### config.mk
export PLATFORM = sky130hd
export DESIGN_NAME = sm3_host_adpt
export DESIGN_NICKNAME = d
export VERILOG_FILES = /design/src/rtl/sm3_adpt_pkg.sv /design/src/rtl/sm3_dgst_ser.sv /design/src/rtl/sm3_host_adpt.sv
export VERILOG_INCLUDE_DIRS = /design/src /design/src/rtl
export SDC_FILE = /design/constraint.sdc
export NUM_CORES = 1
export LEC_CHECK = 0
export ABC_AREA = 1
export CAP_MARGIN = 20
export CORE_MARGIN = 3
export CORE_UTILIZATION = 45
export CTS_BUF_LIST = sky130_fd_sc_hd__clkbuf_4 sky130_fd_sc_hd__clkbuf_8 sky130_fd_sc_hd__clkbuf_16
export DETAILED_ROUTE_END_ITERATION = 6
export DONT_BUFFER_PORTS = 1
export PLACE_DENSITY = 0.64
export SETUP_SLACK_MARGIN = 0.05
export SKIP_CTS_REPAIR_TIMING = 1
export SYNTH_ARGS = -nofsm -noshare
export SYNTH_HDL_FRONTEND = slang
export SYNTH_HIERARCHICAL = 1
export SYNTH_SLANG_ARGS = --single-unit
### constraint.sdc
create_clock -name clk -period 2.5 [get_ports clk]
set_input_delay 0.75 -clock clk [delete_from_list [all_inputs] [get_ports clk]]
set_output_delay 0.75 -clock clk [all_outputs]
set_load 0.005 [all_outputs]
### src/rtl/sm3_cfg.v
// Build configuration for the SM3 host adapter.
//   SM3_INPT_DW_32         : 32-bit message input build (the only build supported)
//   SM3_HOST_ADPT_STAT_EN  : optional statistics counters on sm3_host_adpt
//                            (left undefined here; define it to enable)
`ifndef SM3_CFG_V
`define SM3_CFG_V

`ifndef SM3_INPT_DW_32
`define SM3_INPT_DW_32
`endif

`endif

### src/rtl/sm3_adpt_pkg.sv
// Shared types and constants for the SM3 host adapter.
//   adpt_state_e : adapter FSM states
//   MASK_*       : MSB-first valid-byte masks for 1..4 bytes
//   DGST_WORDS   : number of 32-bit digest words returned downstream
package sm3_adpt_pkg;

    typedef enum logic [1:0] {
        ST_PACK     = 2'd0,
        ST_SEND     = 2'd1,
        ST_WAIT_RES = 2'd2,
        ST_DOUT     = 2'd3
    } adpt_state_e;

    localparam logic [3:0] MASK_1B = 4'b1000;
    localparam logic [3:0] MASK_2B = 4'b1100;
    localparam logic [3:0] MASK_3B = 4'b1110;
    localparam logic [3:0] MASK_4B = 4'b1111;

    localparam int DGST_WORDS = 8;

    // Mask for a word whose final byte lands in lane cnt.
    function automatic logic [3:0] lane_mask(input logic [1:0] cnt);
        logic [3:0] m;
        case (cnt)
            2'd0:    m = MASK_1B;
            2'd1:    m = MASK_2B;
            2'd2:    m = MASK_3B;
            default: m = MASK_4B;
        endcase
        return m;
    endfunction

endpackage

### src/rtl/sm3_dgst_ser.sv
// Digest serializer: captures the 256-bit compression result and returns it
// as eight 32-bit words, word 0 from [255:224], under valid/ready.
// Ports:
//   clk, rst_n            clock, async active-low reset
//   start                 capture strobe from parent FSM (one cycle)
//   res_in[255:0]         digest to capture
//   dgst_d[31:0]          current digest word (registered)
//   dgst_vld, dgst_lst    word valid / final word marker (registered)
//   dgst_rdy              downstream ready
//   done                  final-word handshake strobe back to parent
module sm3_dgst_ser
    import sm3_adpt_pkg::*;
(
    input  logic         clk,
    input  logic         rst_n,
    input  logic         start,
    input  logic [255:0] res_in,
    output logic [31:0]  dgst_d,
    output logic         dgst_vld,
    output logic         dgst_lst,
    input  logic         dgst_rdy,
    output logic         done
);

    localparam logic [2:0] LAST_IDX = 3'(DGST_WORDS - 1);

    logic [255:0] res_q;
    logic [2:0]   idx;
    logic [2:0]   idx_nxt;
    logic [7:0]   sel_lsb;
    logic         xfer;

    assign xfer    = dgst_vld && dgst_rdy;
    assign done    = xfer && (idx == LAST_IDX);
    assign idx_nxt = idx + 3'd1;
    // Word n sits at bit offset 32*(7-n); for 3 bits, 7-n is ~n.
    assign sel_lsb = {~idx_nxt, 5'b00000};

    always_ff @(posedge clk or negedge rst_n) begin
        if (!rst_n) begin
            res_q    <= '0;
            idx      <= '0;
            dgst_d   <= '0;
            dgst_vld <= 1'b0;
            dgst_lst <= 1'b0;
        end else if (start) begin
            res_q    <= res_in;
            idx      <= '0;
            dgst_d   <= res_in[255:224];
            dgst_vld <= 1'b1;
            dgst_lst <= 1'b0;
        end else if (done) begin
            res_q    <= '0;
            idx      <= '0;
            dgst_d   <= '0;
            dgst_vld <= 1'b0;
            dgst_lst <= 1'b0;
        end else if (xfer) begin
            idx      <= idx_nxt;
            dgst_d   <= res_q[sel_lsb +: 32];
            dgst_lst <= (idx_nxt == LAST_IDX);
        end
    end

endmodule

### src/rtl/sm3_host_adpt.sv
// Host-side initiator for the SM3 core message interface (32-bit input build).
// Packs an upstream byte stream MSB-first into 32-bit words with valid-byte
// masks and a last flag, feeds them to the core, then returns the captured
// 256-bit digest as eight 32-bit words.
// Optional feature macro: SM3_HOST_ADPT_STAT_EN (adds stat_msg_cnt/stat_drop_cnt).
// Ports:
//   clk, rst_n                          clock, async active-low reset
//   s_byte_d/vld/lst, s_byte_rdy        upstream byte stream
//   msg_inpt_d/vld_byte/vld/lst/rdy     word interface to sm3_core_top
//   cmprss_otpt_vld, cmprss_otpt_res    digest result pulse from core
//   dgst_d/vld/lst/rdy                  downstream digest words
//   busy                                high unless idle between messages
//
// state       | meaning
// ------------+-------------------------------------------------
// ST_PACK     | accepting bytes into the packing buffer
// ST_SEND     | holding a packed word until the core takes it
// ST_WAIT_RES | message sent, waiting for the compression result
// ST_DOUT     | serializing the digest downstream
`include "sm3_cfg.v"

module sm3_host_adpt
    import sm3_adpt_pkg::*;
(
    input  logic         clk,
    input  logic         rst_n,
    input  logic [7:0]   s_byte_d,
    input  logic         s_byte_vld,
    input  logic         s_byte_lst,
    output logic         s_byte_rdy,
    output logic [31:0]  msg_inpt_d,
    output logic [3:0]   msg_inpt_vld_byte,
    output logic         msg_inpt_vld,
    output logic         msg_inpt_lst,
    input  logic         msg_inpt_rdy,
    input  logic         cmprss_otpt_vld,
    input  logic [255:0] cmprss_otpt_res,
    output logic [31:0]  dgst_d,
    output logic         dgst_vld,
    output logic         dgst_lst,
    input  logic         dgst_rdy,
    output logic         busy
`ifdef SM3_HOST_ADPT_STAT_EN
    ,
    output logic [31:0]  stat_msg_cnt,
    output logic [15:0]  stat_drop_cnt
`endif
);

    adpt_state_e state;
    logic [1:0]  byte_cnt;
    logic [31:0] pack_buf;
    logic [31:0] word_nxt;
    logic        dgst_start;
    logic        dgst_done;

    assign s_byte_rdy = (state == ST_PACK);
    assign busy       = !((state == ST_PACK) && (byte_cnt == 2'd0));
    assign dgst_start = (state == ST_WAIT_RES) && cmprss_otpt_vld;

    // Lane 0 is [31:24]; lane n starts at bit 8*(3-n), i.e. {~n, 3'b0}.
    // Lanes above byte_cnt are always zero because pack_buf is cleared
    // whenever a word is latched.
    always_comb begin
        word_nxt = pack_buf;
        word_nxt[{~byte_cnt, 3'b000} +: 8] = s_byte_d;
    end

    always_ff @(posedge clk or negedge rst_n) begin
        if (!rst_n) begin
            state             <= ST_PACK;
            byte_cnt          <= '0;
            pack_buf          <= '0;
            msg_inpt_d        <= '0;
            msg_inpt_vld_byte <= 4'b0000;
            msg_inpt_vld      <= 1'b0;
            msg_inpt_lst      <= 1'b0;
        end else begin
            case (state)
                ST_PACK: begin
                    if (s_byte_vld) begin
                        if ((byte_cnt == 2'd3) || s_byte_lst) begin
                            msg_inpt_d        <= word_nxt;
                            msg_inpt_vld_byte <= lane_mask(byte_cnt);
                            msg_inpt_vld      <= 1'b1;
                            msg_inpt_lst      <= s_byte_lst;
                            pack_buf          <= '0;
                            byte_cnt          <= '0;
                            state             <= ST_SEND;
                        end else begin
                            pack_buf <= word_nxt;
                            byte_cnt <= byte_cnt + 2'd1;
                        end
                    end
                end
                ST_SEND: begin
                    if (msg_inpt_rdy) begin
                        msg_inpt_vld <= 1'b0;
                        msg_inpt_lst <= 1'b0;
                        state        <= msg_inpt_lst ? ST_WAIT_RES : ST_PACK;
                    end
                end
                ST_WAIT_RES: begin
                    if (cmprss_otpt_vld) begin
                        state <= ST_DOUT;
                    end
                end
                ST_DOUT: begin
                    if (dgst_done) begin
                        state <= ST_PACK;
                    end
                end
                default: state <= ST_PACK;
            endcase
        end
    end

    sm3_dgst_ser u_dgst_ser (
        .clk      (clk),
        .rst_n    (rst_n),
        .start    (dgst_start),
        .res_in   (cmprss_otpt_res),
        .dgst_d   (dgst_d),
        .dgst_vld (dgst_vld),
        .dgst_lst (dgst_lst),
        .dgst_rdy (dgst_rdy),
        .done     (dgst_done)
    );

`ifdef SM3_HOST_ADPT_STAT_EN
    always_ff @(posedge clk or negedge rst_n) begin
        if (!rst_n) begin
            stat_msg_cnt  <= '0;
            stat_drop_cnt <= '0;
        end else begin
            if (dgst_done) begin
                stat_msg_cnt <= stat_msg_cnt + 32'd1;
            end
            if (cmprss_otpt_vld && (state != ST_WAIT_RES)) begin
                stat_drop_cnt <= stat_drop_cnt + 16'd1;
            end
        end
    end
`endif

endmodule
==> impl_summary.md, run 1 <==
Die
The core region is approximately 38,000 sq um. The chip height is 204 microns. The total die area is approximately 42,000 sq um. For this configuration, the core starts out at a cell density of 0.462.

The number of placement rows is a little over 70. In this run the horizontal extent of the chip is approximately 200 microns. Pin placement for this block handled between 300 and 400 I/O pins.

Place
The sum of net half-perimeters after detailed placement is around 34,000 microns. The weighted congestion reported at the end of routability-driven placement is 0.856. The count of buffers added on input and output ports is 0. The total instance count after detailed placement is 2,733.

Clock tree
The clock tree from TritonCTS is yes. Counting along the longest clock path gives a buffer depth of 3. The clock-pin transition on the worst setup and hold timing paths is 0.06 ns. The H-tree was split into 2 levels. Clock tree synthesis selected as its root buffer the cell clkbuf_16.

For the worst-skew pair, the clock arrives at the later sink with an insertion delay of around 0.55 ns. The number of sinks handled by clock tree synthesis is ~370. TritonCTS created 40 clock buffers.

Layout
In the final layout, the share of cells above drive strength 1 is 0.0672. The final layout net count is about 2,500. The number of inserted filler cells in the final layout is roughly 3,700.

The library cell used most frequently in the layout, excluding fill and tap cells, is nand2_1. The library cells used most frequently in the layout, excluding fill and tap cells, are nand2_1 (883), inv_1 (374), dfrtp_1 (366). Measured on the finished design, the core utilization comes to 0.505. The number of cells in the finished layout apart from fillers is between 2,000 and 3,000.

The signed area change from the synthesized netlist to the final layout is 9.35%. The repair_antennas step left the layout with diodes totalling 0.

Timing
Setup total negative slack on the finished layout was measured at 0 ns. The final cycle utilization of the critical path is 0.931. The total count of hold-check failures in the final report is 59. Setup violations remaining at the end of the flow were counted as 0.

For the final database, setup skew stands at between 0.007 and 0.008 ns. The worst hold margin is -0.0979 ns. The relative max-transition margin is -0.0309. Setup repair after global routing left no endpoint under its margin. For the pin with the worst max-slew slack, the measured transition is ~1.5 ns. The maximum clock frequency is between 400 and 500 MHz.

The max-slew violation count was 77. For the finished layout, the period the worst path requires is between 2 and 2.5 ns.

Power and ir drop
Summed over all nets, the switching power comes to 11,600 uW. The maximum resistive drop on vdd is approximately 0.0011 V. The share of total power dissipated in combinational logic is 0.434. Of the total power, registers draw 0.354.

The cell area power density is roughly 1400 nW/um^2. The leakage component of the power is about 0.010 uW. The internal cell power is ~16,000 uW. The completed layout was analyzed and its total power is 27,500 uW. The share of total power dissipated in the clock network is 0.212.

The switching portion of total power is 0.423.

Min path
The worst min-delay path class is input port to async pin.

Routing
The total number of vias is between 10,000 and 15,000. The detailed router finished its first iteration with about 950 violations. The number of nets still failing antenna checks after routing is 0. Summed over all layers, the routed wires come to ~52,000 microns. For this run, the detailed router's first-pass iteration total came to 5.

The routed via count divided by cell count is around 5.1. In the final routed layout, each cell accounts on average for 18.5 microns. The remaining design rule violation count is 0.

Yosys
The post-synthesis average cell area is around 7.6 sq um. The flip-flop and latch count after synthesis is about 370. The post-synthesis cell type with the largest combined area is dfrtp_1. The share of synthesized area in the top cell type comes to 0.520. The post-synthesis instance area is roughly 18,000 sq um. The synthesized net count is roughly 2,600. The number of different library cells in the post-synthesis netlist is 26. The synthesized design contains 0 enable-type register cells. The sequential fraction of the synthesis area is 0.520. For this run, the number of Yosys warnings is 6. The share of flip-flops with an asynchronous set or reset is 1.00. The prevailing post-synth register cell is dfrtp_1. The instance count of the mapped netlist is roughly 2,300.

In the post-synthesis netlist, the biggest area contributors are dfrtp_1 (52%), nand2_1 (19%), inv_1 (8.0%).

Critical path
The type of origin of the critical path is a flop. The required time reported for the critical path endpoint is 1.75 ns. The largest driver fanout on the critical path is 6. The worst setup path is captured at a primary output. The data arrival time of the critical path is between 1.5 and 2 ns. The critical path start-end classification is flop to primary output.

Global route
The wire length of the first global-routing pass is around 80,000 microns. The overall routing resource usage is 0.246. The total global routing overflow is 0. Entering global routing, the biggest net connects roughly 370 pins. The via count of the first global-routing pass was around 14,000. The number of antenna violations at the first check in global routing is 3.

Run status
The checks that failed: hold timing, slew limit. The run finished, with violations left.

Flow run
The count of max-cap constraint violations is 0.
-- worst max-delay path: stages, from the launching register on --
cell and delay (ns):
dfrtp_1 0.48, clkinvlp_4 0.20, ha_1 0.24, nand2_1 0.10
-- cells in the mapped netlist, types with 6 or more instances --
cell      instances
inv_1           375
clkbuf_1         17
dfrtp_1         367
o21ai_1          12
nand2_1         883
buf_2            79
nor2_1           15
o22ai_1          25
buf_1             6
o21ai_0         275
buf_4            10
or2_2            33
nand3_1         177
ha_1             10
buf_6            17
-- final timing paths --
| path | startpoint | end | slack (ns) | depth (start not counted) |
|---|---|---|---|---|
| max | byte_cnt[0] | busy | 0.17 | 3 |
| min | rst_n | u_dgst_ser/res_q[38] | -0.1 | 0 |
| max reg2reg | byte_cnt[0] | msg_inpt_d[21] | 0.42 | 9 |
| min reg2reg | pack_buf[5] | pack_buf[5] | 0.47 | 2 |
| max in group asynchronous | rst_n | u_dgst_ser/idx[0] | 1.16 | 0 |
| min in group clk | cmprss_otpt_res[91] | u_dgst_ser/res_q[91] | 0.32 | 2 |
-- power by group through the flow --
stage / registers [uW] / logic, uW / clock network, uW
2_1_floorplan: 9360 / 8650 / 0
3_3_place_gp: 9760 / 11600 / 0
3_5_place_dp: 9820 / 11800 / 0
4_1_cts: 9740 / 11900 / 5980
5_1_grt: 10000 / 13600 / 6230
6_report: 9730 / 11900 / 5830
-- metal layers --
layer | routed length (microns) | GRT usage | vias to the layer above
met5 | 51 | 0 | -
met4 | 1030 | 0.0575 | 6
met3 | 5010 | 0.0838 | 70
met2 | 22000 | 0.355 | 494
met1 | 23700 | 0.358 | 6722
li1 | - | - | 6927
-- sequential cells by signal (all words and copies together), names as in the netlist, named ones only --
register and count:
u_dgst_ser/res_q 256, msg_inpt_vld 1, byte_cnt 2, u_dgst_ser/dgst_d 32, u_dgst_ser/dgst_lst 1, pack_buf 32, u_dgst_ser/dgst_vld 1, msg_inpt_vld_byte 4
msg_inpt_d 32, u_dgst_ser/idx 3, msg_inpt_lst 1, state 1
-- logic make-up (layout without fill, tap and decap cells) --
family | Yosys count | in the layout | synth area share
adder cells (fa/ha/maj) | 10 | 10 | 0.00709
buffers and inverters | 511 | 484 | 0.124
flip-flops | 367 | 367 | 0.520
AND/OR/NAND/NOR | 1119 | 1119 | 0.258
AO/OA/AOI/OAI | 313 | 313 | 0.0907
-- final cells by class --
type,count,area [sq um],area share
Inverter,382,1440,0.0747
Clock inverter,4,20.0,0.00104
Sequential cell,367,9190,0.476
Multi-Input combinational cell,1442,6320,0.327
Clock buffer,63,1260,0.0653
Tap cell,511,639,0.0331
Timing Repair Buffer,35,438,0.0227
-- per-stage QoR --
stage	area, sq um	hold slack, ns	setup WS [ns]
after floorplan	17700	0.436	0.590
after global placement	18000	0.449	0.477
after detailed placement	18000	0.457	0.428
after CTS	19300	-0.127	0.0436
after global routing	19300	-0.137	0.0767
final	19300	-0.0979	0.172
Power figures use the tool's default switching activity.
==> run 2: changes to the inputs <==
Settings changed: SKIP_LAST_GASP set to 1.
==> results of run 2 <==
Same layout as run 1: the final DEF is identical, and so are final timing and power.
==> run 3: changes to the inputs <==
Settings changed: ABC_AREA 1 to not set.
==> impl_summary.md, run 3 <==
Clock tree
The number of buffers created by CTS is slightly above 40. The clock passes through at most 3 buffers. The later pin in the worst-skew pair is clocked with a latency of between 0.5 and 0.6 ns.

The number of sinks handled by clock tree synthesis is about 370. TritonCTS built the clock tree. The root buffer cell chosen for the clock tree is clkbuf_16. The clock-pin transition on the worst setup and hold timing paths is 0.06 ns. The H-tree generated during clock tree synthesis spans 2 levels.

Timing
The total count of hold-check failures in the final report was 96. Adding up every negative setup slack in the final design gives 0 ns. The maximum clock frequency is 432 MHz. The count of final setup violators is 0.

The final critical delay including setup and external delays is approximately 2.3 ns. The worst hold margin is -0.0976 ns. Of the available clock period, the critical path in the final layout requires 0.925.

The slew at the pin with the worst max-slew slack is around 1.3 ns. Setup repair after global routing left no endpoint under its margin. The max-slew violation count is 0. The post-route clock skew is roughly 0.016 ns.

The relative max-transition margin is 0.107.

Critical path
The endpoint identified for the worst register-to-register timing path is pack_buf[14]. The type of origin of the critical path is a flop. The gate family responsible for the most delay along the worst path is flip-flops.

For flop-to-flop paths, the worst setup slack is 0.29 ns. The critical path start-end classification is flop to primary output. The reg-to-reg startpoint is byte_cnt[0]. STA classifies the critical path endpoint as a primary output. The data arrival time of the critical path is between 1.5 and 2 ns. The critical path starts at byte_cnt[0]. The standard cell with the maximum stage delay on the critical path is dfrtp_1. The critical path capture point is busy. The critical path crosses 3 cells after its start point. Walking the worst path, the cells encountered are inv_1, ha_1, nand2_1. The largest driver fanout on the critical path is 8. In this design, the stage delay of the slowest critical-path cell is just over 0.5 ns. The required time reported for the critical path endpoint is around 1.8 ns. The number of buffers and inverters on the critical path is 1. The number of cells on the worst reg-to-reg path is 5.

Layout
The net count of the finished layout is 1,504. In the layout the commonest cells are dfrtp_1 (367), a22o_1 (280), mux2_2 (67). The number of inserted filler cells in the final layout is a little over 3,000. Leaving out fill and tap cells, the most frequent cell in the layout is dfrtp_1.

The register with the most flip-flops is u_dgst_ser/res_q. Measured on the finished design, the core utilization comes to 0.511. The signed area change from the synthesized netlist to the final layout is 11.6%.

After routing the design area is approximately 18,000 sq um. In the final layout, the share of cells above drive strength 1 is 0.206. The register with the most flip-flops in the layout has ~260 of them.

Global route
The via count of the first global-routing pass is between 10,000 and 15,000. The wire length of the first global-routing pass is ~69,000 microns. The number of antenna violations at the first check in global routing is 4. The total global routing overflow is 0. For this run, the total global-route usage over all layers was measured as 0.229. The pin count of the biggest net entering global routing is between 300 and 400.

Routing
The wire length reported by the detailed router is approximately 45,000 microns. The first-pass iteration count of the detailed router is 5. The count of nets left with antenna violations once routing finished came out at 0. After detailed routing, the number of remaining DRC violations is 0. Dividing the detail-routed via count by the number of cells gives ~6.2. The detailed router finished its first iteration with about 840 violations.

Dividing the detail-routed wire length by the instance count gives approximately 26 microns. The total number of vias is roughly 11,000.

Power and ir drop
The leakage component of the power is between 0.008 and 0.009 uW. For this design the ratio of total power to cell area is ~1500 nW/um^2. The maximum resistive drop on vdd is between 0.0008 and 0.0009 V.

Place
The number of input and output port buffers inserted is 0. The weighted congestion reported at the end of routability-driven placement is between 0.8 and 0.9. The sum of net half-perimeters after detailed placement is ~31,000 microns. The cell area reported after detailed placement is between 15,000 and 20,000 sq um.

Yosys
The most instantiated library cell after synthesis is dfrtp_1. The synthesized net count is about 1,500. During synthesis, Yosys emitted a total of 6 warnings.

The number of different library cells in the post-synthesis netlist is 44. The sequential fraction of the synthesis area is 0.563. The prevailing post-synth register cell is dfrtp_1. The share of flip-flops with an asynchronous set or reset is 1.00.

The cell count after synthesis came out at 1,265. The post-synthesis average cell area is 12.9 sq um. Sorting the synthesized cells by area gives the leading types as dfrtp_1 (56%), a22o_1 (15%), mux2_2 (4.6%). The area share of the largest cell type after synthesis is 0.563.

The commonest cells after synthesis are dfrtp_1 (367), a22o_1 (280), mux2_2 (67). Counting flops with a built-in enable in the synthesized netlist gives 0. Synthesis inferred 367 register bits. The post-synthesis cell type with the largest combined area is dfrtp_1. The post-synthesis instance area is between 15,000 and 20,000 sq um.

Die
The total die area is between 30,000 and 40,000 sq um. From left edge to right edge, the die measures between 150 and 200 microns. Measured along the y axis, the die boundary spans 196 microns. The core region is between 30,000 and 40,000 sq um. The count of pins on the block boundary is 345.

The number of placement rows is between 60 and 70. The effective utilization at floorplan is 0.458.

Flow run
The count of max-cap constraint violations is 0.

Run status
The checks that failed: hold timing. The run finished, with violations left.

Min path
The worst min-delay path class is input port to async pin.
[run 3: changes by cell type after synthesis, moves of 67 or more]
cell / before / now
a22o_1: 0 / 280
inv_1: 375 / 12
mux2_2: 0 / 67
nand2_1: 883 / 9
nand3_1: 177 / 10
o21ai_0: 275 / 8
[run 3: routing by layer]
| layer | track usage | vias up | part of all wire |
|---|---|---|---|
| li1 | - | 4805 | - |
| met3 | 0.0624 | 71 | 0.080 |
| met1 | 0.340 | 5315 | 0.46 |
| met4 | 0.0840 | 2 | 0.031 |
| met5 | 0 | - | 0.00029 |
| met2 | 0.322 | 388 | 0.43 |
[run 3: kinds of logic (layout without fill, tap and decap cells)]
logic type               count (synthesis)  in the layout  synth area share
other                                    0              4                 0
buffers and inverters                  134            124            0.0454
multiplexers                           100            100            0.0757
AO/OA/AOI/OAI                          540            540             0.265
flip-flops                             367            367             0.563
adder cells (fa/ha/maj)                 10             10           0.00767
AND/OR/NAND/NOR                        114            114            0.0438
[run 3: per-stage QoR]
step / std cells / hold WS, ns / worst slack, ns / power, uW
finish: 1720 / -0.0976 / 0.187 / 28000
global route: 1719 / -0.132 / 0.0703 / 29700
CTS: 1716 / -0.132 / 0.143 / 28100
detailed placement: 1641 / 0.462 / 0.346 / 21500
global placement: 1641 / 0.462 / 0.401 / 21300
floorplan: 1265 / 0.454 / 0.578 / 18700
[run 3: worst min-delay path by stage]
stage | cells after the start | to | slack, ns | startpoint
finish | 0 | msg_inpt_d[0] | -0.1 | rst_n
detailed placement | 0 | msg_inpt_d[2] | 0.46 | rst_n
global route | 0 | msg_inpt_d[0] | -0.13 | rst_n
CTS | 0 | msg_inpt_d[2] | -0.13 | rst_n
global placement | 0 | msg_inpt_d[2] | 0.46 | rst_n
floorplan | 0 | async pin | 0.45 | rst_n
[run 3: layout make-up]
class | instances | area [sq um] | area share
tap | 461 | 577 | 0.0317
clock buffer | 57 | 1220 | 0.0672
antenna | 4 | 10.0 | 0.000549
inverter | 12 | 45.0 | 0.00247
multi-input combinational | 764 | 6420 | 0.353
clock inverter | 18 | 248 | 0.0136
timing repair buffer | 37 | 503 | 0.0276
sequential | 367 | 9180 | 0.504
[run 3: power by group]
group | internal (uW) | total, uW | switching, uW
logic | 5610 | 11000 | 5380
clock network | 4050 | 6470 | 2420
registers | 8620 | 10500 | 1910
